==> config.mk <==
export PLATFORM = sky130hd
export DESIGN_NAME = mul_div_unit
export DESIGN_NICKNAME = d
export VERILOG_FILES = /design/src/rtl/mul_div_unit.sv
export SDC_FILE = /design/constraint.sdc
export NUM_CORES = 1
export LEC_CHECK = 0
export ABC_AREA = 0
export CORE_ASPECT_RATIO = 1.2
export CORE_MARGIN = 2
export CORE_UTILIZATION = 27
export CTS_BUF_LIST = sky130_fd_sc_hd__clkbuf_8
export DETAILED_ROUTE_END_ITERATION = 7
export REMOVE_ABC_BUFFERS = 1
export SYNTH_ARGS = -nofsm -noshare
export SYNTH_HDL_FRONTEND = slang
export SYNTH_SLANG_ARGS = --single-unit
==> constraint.sdc <==
create_clock -name CLK -period 3.9 [get_ports CLK]
set_clock_uncertainty 0.05 [all_clocks]
set_input_delay 0.78 -clock CLK [delete_from_list [all_inputs] [get_ports CLK]]
set_output_delay 0.78 -clock CLK [all_outputs]
set_load 0.01 [all_outputs]
==> src/rtl/mul_div_unit.sv <==
// Iterative multiply/divide unit with architectural HI/LO registers (one step per cycle).
// Define MDU_DIV_EN to include the restoring divider; otherwise DIV/DIVU behave as NOP.
module mul_div_unit #(
    parameter int DATA_WIDTH = 32,
    parameter int CNT_WIDTH  = 6
) (
    input  logic                  CLK,
    input  logic                  rst,
    input  logic [DATA_WIDTH-1:0] SrcA,
    input  logic [DATA_WIDTH-1:0] SrcB,
    input  logic [2:0]            Op,
    input  logic                  Start,
    input  logic                  HiLoSel,
    output logic [DATA_WIDTH-1:0] HiLoOut,
    output logic                  Busy,
    output logic                  Done,
    output logic                  DivZero
);
    localparam int W = DATA_WIDTH;

    localparam logic [2:0] OP_MULT  = 3'b001;
    localparam logic [2:0] OP_MULTU = 3'b010;
`ifdef MDU_DIV_EN
    localparam logic [2:0] OP_DIV   = 3'b011;
    localparam logic [2:0] OP_DIVU  = 3'b100;
`endif
    localparam logic [2:0] OP_MTHI  = 3'b101;
    localparam logic [2:0] OP_MTLO  = 3'b110;

    localparam logic [CNT_WIDTH-1:0] CNT_LOAD = CNT_WIDTH'(DATA_WIDTH);
    localparam logic [CNT_WIDTH-1:0] CNT_LAST = CNT_WIDTH'(1);

    typedef enum logic [1:0] {
        S_IDLE = 2'd0,
        S_MUL  = 2'd1,
`ifdef MDU_DIV_EN
        S_DIV  = 2'd3,
`endif
        S_FIX  = 2'd2
    } state_t;

    state_t               state_reg;
    state_t               state_next;
    logic [CNT_WIDTH-1:0] cnt_reg;
    logic [CNT_WIDTH-1:0] cnt_dec;
    logic [W-1:0]         hi_reg;
    logic [W-1:0]         lo_reg;
    logic [W-1:0]         opnd_reg;
    logic [2*W-1:0]       acc_reg;
    logic                 neg_reg;
    logic                 done_reg;

    logic                 start_mul;
    logic                 signed_op;
    logic [W-1:0]         a_mag;
    logic [W-1:0]         b_mag;
    logic [W:0]           mul_sum;
    logic [2*W-1:0]       mul_step;
    logic [2*W-1:0]       acc_step;
    logic [2*W-1:0]       prod_signed;
    logic [W-1:0]         fix_hi;
    logic [W-1:0]         fix_lo;

`ifdef MDU_DIV_EN
    logic                 start_div;
    logic                 is_div_reg;
    logic                 rem_neg_reg;
    logic                 dz_reg;
    logic                 divzero_reg;
    logic [W-1:0]         orig_a_reg;
    logic [W:0]           rem_shift;
    logic [W:0]           div_diff;
    logic [2*W-1:0]       div_step;
    logic [W-1:0]         quot;
    logic [W-1:0]         rem;
`endif

    // Operand decode: magnitudes are taken only for the signed opcodes.
    always_comb begin
        start_mul = Start && ((Op == OP_MULT) || (Op == OP_MULTU));
`ifdef MDU_DIV_EN
        start_div = Start && ((Op == OP_DIV) || (Op == OP_DIVU));
        signed_op = (Op == OP_MULT) || (Op == OP_DIV);
`else
        signed_op = (Op == OP_MULT);
`endif
        a_mag = (signed_op && SrcA[W-1]) ? -SrcA : SrcA;
        b_mag = (signed_op && SrcB[W-1]) ? -SrcB : SrcB;
    end

    // Iteration datapath. acc_reg holds {partial product, multiplier} for
    // multiply and {remainder, dividend/quotient} for divide.
    always_comb begin
        cnt_dec  = cnt_reg - CNT_LAST;
        mul_sum  = {1'b0, acc_reg[2*W-1:W]} + (acc_reg[0] ? {1'b0, opnd_reg} : {(W+1){1'b0}});
        mul_step = {mul_sum, acc_reg[W-1:1]};
`ifdef MDU_DIV_EN
        rem_shift = {acc_reg[2*W-1:W], acc_reg[W-1]};
        div_diff  = rem_shift - {1'b0, opnd_reg};
        div_step  = div_diff[W] ? {rem_shift[W-1:0], acc_reg[W-2:0], 1'b0}
                                : {div_diff[W-1:0],  acc_reg[W-2:0], 1'b1};
        acc_step  = is_div_reg ? div_step : mul_step;
`else
        acc_step  = mul_step;
`endif
    end

    // FIX consumes the final iteration directly, then applies the signs.
    always_comb begin
        prod_signed = neg_reg ? -acc_step : acc_step;
        fix_hi      = prod_signed[2*W-1:W];
        fix_lo      = prod_signed[W-1:0];
`ifdef MDU_DIV_EN
        quot = acc_step[W-1:0];
        rem  = acc_step[2*W-1:W];
        if (is_div_reg) begin
            if (dz_reg) begin
                fix_hi = orig_a_reg;
                fix_lo = {W{1'b1}};
            end else begin
                fix_hi = rem_neg_reg ? -rem : rem;
                fix_lo = neg_reg ? -quot : quot;
            end
        end
`endif
    end

    always_ff @(posedge CLK) begin
        if (!rst) begin
            state_reg <= S_IDLE;
        end else begin
            state_reg <= state_next;
        end
    end

    always_comb begin
        state_next = state_reg;
        case (state_reg)
            S_IDLE: begin
                if (start_mul) begin
                    state_next = S_MUL;
                end
`ifdef MDU_DIV_EN
                else if (start_div) begin
                    state_next = S_DIV;
                end
`endif
            end
            S_MUL: begin
                if (cnt_dec == CNT_LAST) begin
                    state_next = S_FIX;
                end
            end
`ifdef MDU_DIV_EN
            S_DIV: begin
                if (cnt_dec == CNT_LAST) begin
                    state_next = S_FIX;
                end
            end
`endif
            S_FIX:   state_next = S_IDLE;
            default: state_next = S_IDLE;
        endcase
    end

    always_comb begin
        Busy    = (state_reg != S_IDLE);
        Done    = done_reg;
        HiLoOut = HiLoSel ? hi_reg : lo_reg;
`ifdef MDU_DIV_EN
        DivZero = divzero_reg;
`else
        DivZero = 1'b0;
`endif
    end

    always_ff @(posedge CLK) begin
        if (!rst) begin
            hi_reg      <= '0;
            lo_reg      <= '0;
            acc_reg     <= '0;
            opnd_reg    <= '0;
            cnt_reg     <= '0;
            neg_reg     <= 1'b0;
            done_reg    <= 1'b0;
`ifdef MDU_DIV_EN
            is_div_reg  <= 1'b0;
            rem_neg_reg <= 1'b0;
            dz_reg      <= 1'b0;
            divzero_reg <= 1'b0;
            orig_a_reg  <= '0;
`endif
        end else begin
            done_reg    <= 1'b0;
`ifdef MDU_DIV_EN
            divzero_reg <= 1'b0;
`endif
            case (state_reg)
                S_IDLE: begin
                    if (Start) begin
                        case (Op)
                            OP_MULT, OP_MULTU: begin
                                acc_reg  <= {{W{1'b0}}, b_mag};
                                opnd_reg <= a_mag;
                                neg_reg  <= signed_op && (SrcA[W-1] ^ SrcB[W-1]);
                                cnt_reg  <= CNT_LOAD;
`ifdef MDU_DIV_EN
                                is_div_reg <= 1'b0;
                                dz_reg     <= 1'b0;
`endif
                            end
`ifdef MDU_DIV_EN
                            OP_DIV, OP_DIVU: begin
                                acc_reg     <= {{W{1'b0}}, a_mag};
                                opnd_reg    <= b_mag;
                                neg_reg     <= signed_op && (SrcA[W-1] ^ SrcB[W-1]);
                                rem_neg_reg <= signed_op && SrcA[W-1];
                                dz_reg      <= (SrcB == '0);
                                orig_a_reg  <= SrcA;
                                is_div_reg  <= 1'b1;
                                cnt_reg     <= CNT_LOAD;
                            end
`endif
                            OP_MTHI: hi_reg <= SrcA;
                            OP_MTLO: lo_reg <= SrcA;
                            default: ;
                        endcase
                    end
                end
                S_MUL: begin
                    acc_reg <= acc_step;
                    cnt_reg <= cnt_dec;
                end
`ifdef MDU_DIV_EN
                S_DIV: begin
                    acc_reg <= acc_step;
                    cnt_reg <= cnt_dec;
                end
`endif
                S_FIX: begin
                    hi_reg   <= fix_hi;
                    lo_reg   <= fix_lo;
                    done_reg <= 1'b1;
                    cnt_reg  <= '0;
`ifdef MDU_DIV_EN
                    divzero_reg <= is_div_reg && dz_reg;
`endif
                end
                default: ;
            endcase
        end
    end

endmodule

# Word-level counts from Yosys, hierarchy flattened
# Cells that the tools add are included.
[op_classes]
div_mod_pow = 0
eq_ne = 13
n_bitwise = 1
order_cmp = 0
muxes = 21
mul = 0
add_sub_neg = 5
reduce_logical = 17
shift = 0
[op_table]
columns = ["operator", "count"]
rows = [
  ["two-way mux 32 bit", 8],
  ["two-way mux 64 bit", 3],
  ["one-hot mux 32 bit (2 select lines)", 2],
  ["one-hot mux 64 bit (2 select lines)", 1],
  ["negator 32 bit", 2],
  ["negator 64 bit", 1],
  ["adder 32 x 32 -> 33 bit", 1],
  ["one-hot mux 6 bit (3 select lines)", 1],
  ["AND reduction 3 bit", 5],
  ["two-way mux 6 bit", 2],
  ["inequality test 2 bit, second input constant", 4],
  ["equality test 3 bit, second input constant", 2],
  ["equality test 6 x 1 -> 1 bit, second input constant", 1],
  ["nonzero test 2 bit", 3],
  ["subtractor 6 x 1 -> 6 bit, second input constant", 1],
  ["logical AND 1 bit", 4],
  ["two-way mux 2 bit", 2],
  ["inequality test 2 x 1 -> 1 bit, second input constant", 2],
  ["one-hot mux 2 bit (2 select lines)", 1],
  ["equality test 3 x 1 -> 1 bit, second input constant", 1],
  ["equality test 3 x 2 -> 1 bit, second input constant", 1],
  ["nonzero test 3 bit", 1],
  ["equality test 2 x 1 -> 1 bit, second input constant", 1],
  ["equality test 2 bit, second input constant", 1],
  ["other kinds (6)", 6],
]
[totals]
memories = 0
output_inout_bits = 35
latchBits = 0
elab_cells = 65
rom_bits = 0
mem_bits_rw = 0
in_bits = 71
register_bits = 170

# Logic depth before layout (Yosys ltp)
[logic_depth]
word_depth = 6
ltp_mapped = 15
mapped_depth_nobuf = 14

# Worst setup path before layout
# No wires, ideal clock.
[synth_path]
path_kind = "register -> register"
startpoint = "register acc_reg[0]"
endpoint = "register hi_reg[26]"
path_buffers = 1
required_time_ns = 3.747
setup_slack_ns = -0.221
setup_ns = 0.103
period_less_slack_ns = 4.121
stages_incl_launch_ff = 15
t_arrival_ns = 3.968
cell_sequence = "dfxtp_1 > clkbuf_1 > and2_1 > ha_1 > fa_1 > a211oi_2 > o21ai_2 > a211o_1 > a221oi_2 > xnor2_1 > nor4_1 > or4b_4 > o31ai_4 > xnor2_1 > a2111oi_2"
[synth_via]
elab_chain_len = 5
[synth_lines]
columns = ["element", "line_no", "text"]
rows = [
  ["from (decl)", "49", "logic [2*W-1:0] acc_reg;"],
  ["from (signal assigned)", "203", "acc_reg <= {{W{1'b0}}, b_mag};"],
  ["from (signal assigned)", "231", "acc_reg <= acc_step;"],
  ["two-way mux 32 bit *", "95", "mul_sum = {1'b0, acc_reg[2*W-1:W]} + (acc_reg[0] ? {1'b0, opnd_reg} : {(W+1){1'b0}});"],
  ["adder 32 x 32 -> 33 bit *", "95", ""],
  ["negator 64 bit", "110", "prod_signed = neg_reg ? -acc_step : acc_step;"],
  ["two-way mux 64 bit *", "110", ""],
  ["one-hot mux 32 bit (2 select lines) *", "198", "case (state_reg)"],
  ["to (signal assigned)", "224", "OP_MTHI: hi_reg <= SrcA;"],
  ["to (signal assigned)", "241", "hi_reg <= fix_hi;"],
  ["to (decl)", "46", "logic [W-1:0] hi_reg;"],
]
# Every way passes the cells marked *; elsewhere a longest branch is shown, timed or not.
# A chain may end at the register's enable or synchronous reset.

# Worst setup path after layout
[layout_path]
startpoint = "register opnd_reg[0]"
endpoint = "register hi_reg[26]"
[layout_via]
elab_chain_len = 5
[layout_lines]
columns = ["element", "line_no", "text"]
rows = [
  ["from (decl)", "48", "logic [W-1:0] opnd_reg;"],
  ["from (signal assigned)", "204", "opnd_reg <= a_mag;"],
  ["two-way mux 32 bit *", "95", ""],
  ["adder 32 x 32 -> 33 bit *", "95", ""],
  ["negator 64 bit", "110", ""],
  ["two-way mux 64 bit *", "110", ""],
  ["one-hot mux 32 bit (2 select lines) *", "198", ""],
]
# Marks and branches as above.

==> metrics.md <==
| Metric | Value |
|---|---|
| # H-tree levels | `4` |
| CP peak stage delay | `0.49 ns` |
| Post-synthesis adder-cell area fraction | `0.0442` |
| Post-Synth XOR/XNOR Area | `0.108` |
| DP HPWL | `32200 um` |
| Total track usage | `0.180` |
| Compound-cell area share of the yosys netlist | `0.256` |
| Relative slew slack | `0.466` |
| FF-to-FF End | `hi_reg[26]` |
| # IOs | `106` |
| Max reg flops | `64` |
| Final hold violation count | `0` |
| Simple-gate portion of the synthesized area | `0.226` |
| Largest net degree at the start of global routing | `69` |
| Number of port buffers | `104` |
| Critical Path AT | `4.37 ns` |
| Total gr overflow | `0` |
| DRC | `0` |
| Post-synth EDFFs | `0` |
| Multiplexer area fraction after synthesis | `0.0375` |
| Post-synthesis cell area | `0.0120 mm^2` |
| Seq/Total Area, Yosys | `0.282` |
| #FFs+latches synth | `170` |
| Sequential share of power | `0.449` |
| Skew-Pair Late Insertion Delay | `0.51 ns` |
| P_sw | `1.22 mW` |
| Cts hold-fix bufs | `0` |
| Synth Flop Type | `dfxtp_1` |
| FF-to-FF setup slack | `-0.10 ns` |
| CTS tree | `built` |
| Die area | `0.0463 mm^2` |
| Post-layout util | `0.364` |
| Hold EP | `opnd_reg[26]` |
| Multi-input gate area | `0.00882 mm^2` |
| Setup crit end kind | `register` |
| Total CTS buffers | `17` |
| Main combinational cell family by area after synthesis | `compound AO/OA/AOI/OAI gates` |
| Achievable Freq | `0.250 GHz` |
| Max-cap violation count | `0` |
| Worst Hold Path Cells | `2` |
| Crit path max fanout | `4` |
| Commonest non-fill, non-tap cell in the layout | `nor2_1` |
| Clock share of power | `0.353` |
| Tightest hold margin | `0.408 ns` |
| Fin crit period | `4.00 ns` |
| Clock Sinks | `170` |
| Avg Vias per Cell | `5.21` |
| Post-synth ARST share | `0` |
| Initial core utilization | `0.274` |
| CP max stage cell | `or4b_4` |
| Layout cells sized above 1 | `0.199` |
| Violated checks | `negative setup slack` |
| Clock Tree Buf Depth | `2` |
| Die width | `197 um` |
| Core area | `0.0439 mm^2` |
| Synth cell types | `74` |
| Final nets | `1932` |
| Initial antenna violation count | `1` |
| Drt total wl | `42800 um` |
| Drt wl/cell | `17.9 um` |
| # rows | `84` |
| Critical path type | `reg2reg` |
| Filler cell count | `4566` |
| Clk slew on worst S/H paths | `0.09 ns` |
| Hold Startpoint | `opnd_reg[26]` |
| GPL Wtd Cong | `0.893` |
| Die Y-Extent | `235 um` |
| Int Power | `2.88 mW` |
| Synth Warn # | `0` |
| Vias in the first global route | `12200` |
| Drt pass-1 iters | `5` |
| Initial DRC count | `617` |
| Synthesized area per cell | `7.48 um^2` |
| Logic pwr share | `0.198` |
| VDD IR-drop max | `0.197 mV` |
| Final setup viols | `2` |
| Cells after Synth | `1611` |
| Routed vias | `12500` |
| LEAKAGE | `5.91 nW` |
| Slew Limit Fails | `0` |
| Root buf cell | `clkbuf_8` |
| First-pass GRT wire length | `66000 um` |
| Critical path launch point type | `register` |
| RSZ-0062 raised after global routing | `yes` |
| Status | `finished with violations` |
| Reg2reg start | `opnd_reg[0]` |
| Power per cell area | `256 mW/mm^2` |
| Reg2Reg Depth | `15` |
| Sw frac | `0.298` |
| Post-DRT Antenna Nets | `0` |
| HP Class | `reg2reg` |
| Syn-to-layout area delta | `32.9%` |
| Slew @ Worst Pin | `0.801 ns` |
| Setup slack after layout | `-0.103 ns` |
| Final Cycle Share | `1.03` |
| FF+latch area | `0.00341 mm^2` |
| Worst EP required | `4.26 ns` |
| Most frequent cells in the layout | `205 x nor2_1, 182 x buf_4, 180 x nand2_1, 168 x dfxtp_1, 153 x a21oi_1` |
| CP Cell Sequence | `and2_4 > ha_4 > fa_2 > a211oi_4 > o21ai_4 > a211o_4 > a221oi_4 > buf_6 > xnor2_4 > nor4_2 > buf_4 > or4b_4 > o31ai_4 > xnor2_2 > a2111oi_2` |
kinds of logic (layout without fill, tap and decap cells):
logic type	after synthesis	in the layout
and+or+nand+nor	586	586
AOI/OAI and AO/OA	489	489
DFF	170	170
xor gates and xnor gates	148	148
buffers and inverters	134	354
adders and majority gates	42	42
muxes	41	41
other	1	2
power by group through the flow:
stage	registers (mW)	clock network [mW]	logic, mW
detailed placement	1.88	0	0.769
finish	1.84	1.45	0.814
global placement	1.88	0	0.759
floorplan	1.87	0	0.391
global route	1.85	1.54	0.884
CTS	1.84	1.48	0.788
worst max-delay path, delay by kind of cell, from the launching register on:
kind	cells	cell delay (ns)
and+or+nand+nor	3	0.77
xor gates and xnor gates	2	0.18
buffers and inverters	2	0.32
adders and majority gates	2	0.57
DFF	1	0.33
AOI/OAI and AO/OA	6	1.68
how the worst max path moves through the flow:
stage | from | to | slack (ns) | depth (start not counted)
after global routing | acc_reg[0] | hi_reg[26] | -0.27 | 15
after CTS | opnd_reg[0] | hi_reg[26] | -0.16 | 15
final | opnd_reg[0] | hi_reg[26] | -0.10 | 15
after detailed placement | opnd_reg[0] | hi_reg[26] | -0.33 | 14
after floorplan | Op[1] | acc_reg[1] | -0.57 | 7
after global placement | opnd_reg[0] | hi_reg[26] | -0.32 | 16
repair_timing:
item,in CTS,in global routing
buffers inserted,4,14
resized for setup,40,94
pin swaps,28,43
endpoints found under the setup margin,11,18
Yosys cell counts, types with 5 or more instances:
cell type | n | area share
and3_1 | 6 | 0.0031
o21ai_0 | 102 | 0.042
nor4_1 | 17 | 0.0088
or3_1 | 14 | 0.0073
clkbuf_1 | 84 | 0.026
nand2b_1 | 7 | 0.0036
dfxtp_1 | 170 | 0.28
nor3_1 | 31 | 0.013
buf_2 | 5 | 0.0021
mux2i_1 | 8 | 0.0066
nor2b_1 | 10 | 0.0052
nor3b_1 | 5 | 0.0031
a21o_1 | 10 | 0.0062
a31oi_1 | 8 | 0.0042
o41ai_1 | 10 | 0.0073
nand2_1 | 182 | 0.057
o21a_1 | 5 | 0.0031
buf_1 | 10 | 0.0031
a311oi_1 | 5 | 0.0036
a22oi_1 | 30 | 0.019
ha_1 | 41 | 0.043
nand4_1 | 10 | 0.0052
nand3_1 | 18 | 0.0075
o211ai_1 | 17 | 0.011
xnor2_1 | 70 | 0.051
a211oi_1 | 77 | 0.048
a21oi_1 | 163 | 0.068
mux2_2 | 33 | 0.031
and2_1 | 45 | 0.023
xor2_1 | 78 | 0.057
nor2_1 | 206 | 0.064
o31ai_1 | 18 | 0.011
nand3b_1 | 7 | 0.0044
a211o_1 | 9 | 0.0065
buf_4 | 5 | 0.0031
or4_1 | 13 | 0.0081
inv_1 | 26 | 0.0081
cell type report:
cell class,count,area share
Clock inverter,11,0.0105
Inverter,27,0.00649
Sequential cell,170,0.213
Clock buffer,20,0.0172
Timing Repair Buffer,296,0.158
Tap cell,559,0.0437
Multi-Input combinational cell,1307,0.551
Antenna cell,1,0.000156
per-stage QoR:
| stage | cells | area (um^2) | worst slack, ns | total power, mW | TNS [ns] |
|---|---|---|---|---|---|
| 4_1_cts | 2377 | 15400 | -0.165 | 4.11 | -0.496 |
| 5_1_grt | 2391 | 16000 | -0.268 | 4.27 | -1.11 |
| 6_report | 2391 | 16000 | -0.103 | 4.10 | -0.153 |
| 2_1_floorplan | 1504 | 11600 | -0.570 | 2.26 | -27.56 |
| 3_3_place_gp | 2342 | 14700 | -0.323 | 2.64 | -1.08 |
| 3_5_place_dp | 2342 | 14700 | -0.326 | 2.65 | -1.30 |
layer usage:
metal / GRT usage / up-vias / routed length [um]
met2: 0.321 / 278 / 21300
met5: 0 / - / 0
met1: 0.213 / 5907 / 18500
met4: 0.0859 / 0 / 1870
met3: 0.0211 / 97 / 1200
li1: - / 6175 / -
Power figures use the tool's default switching activity.
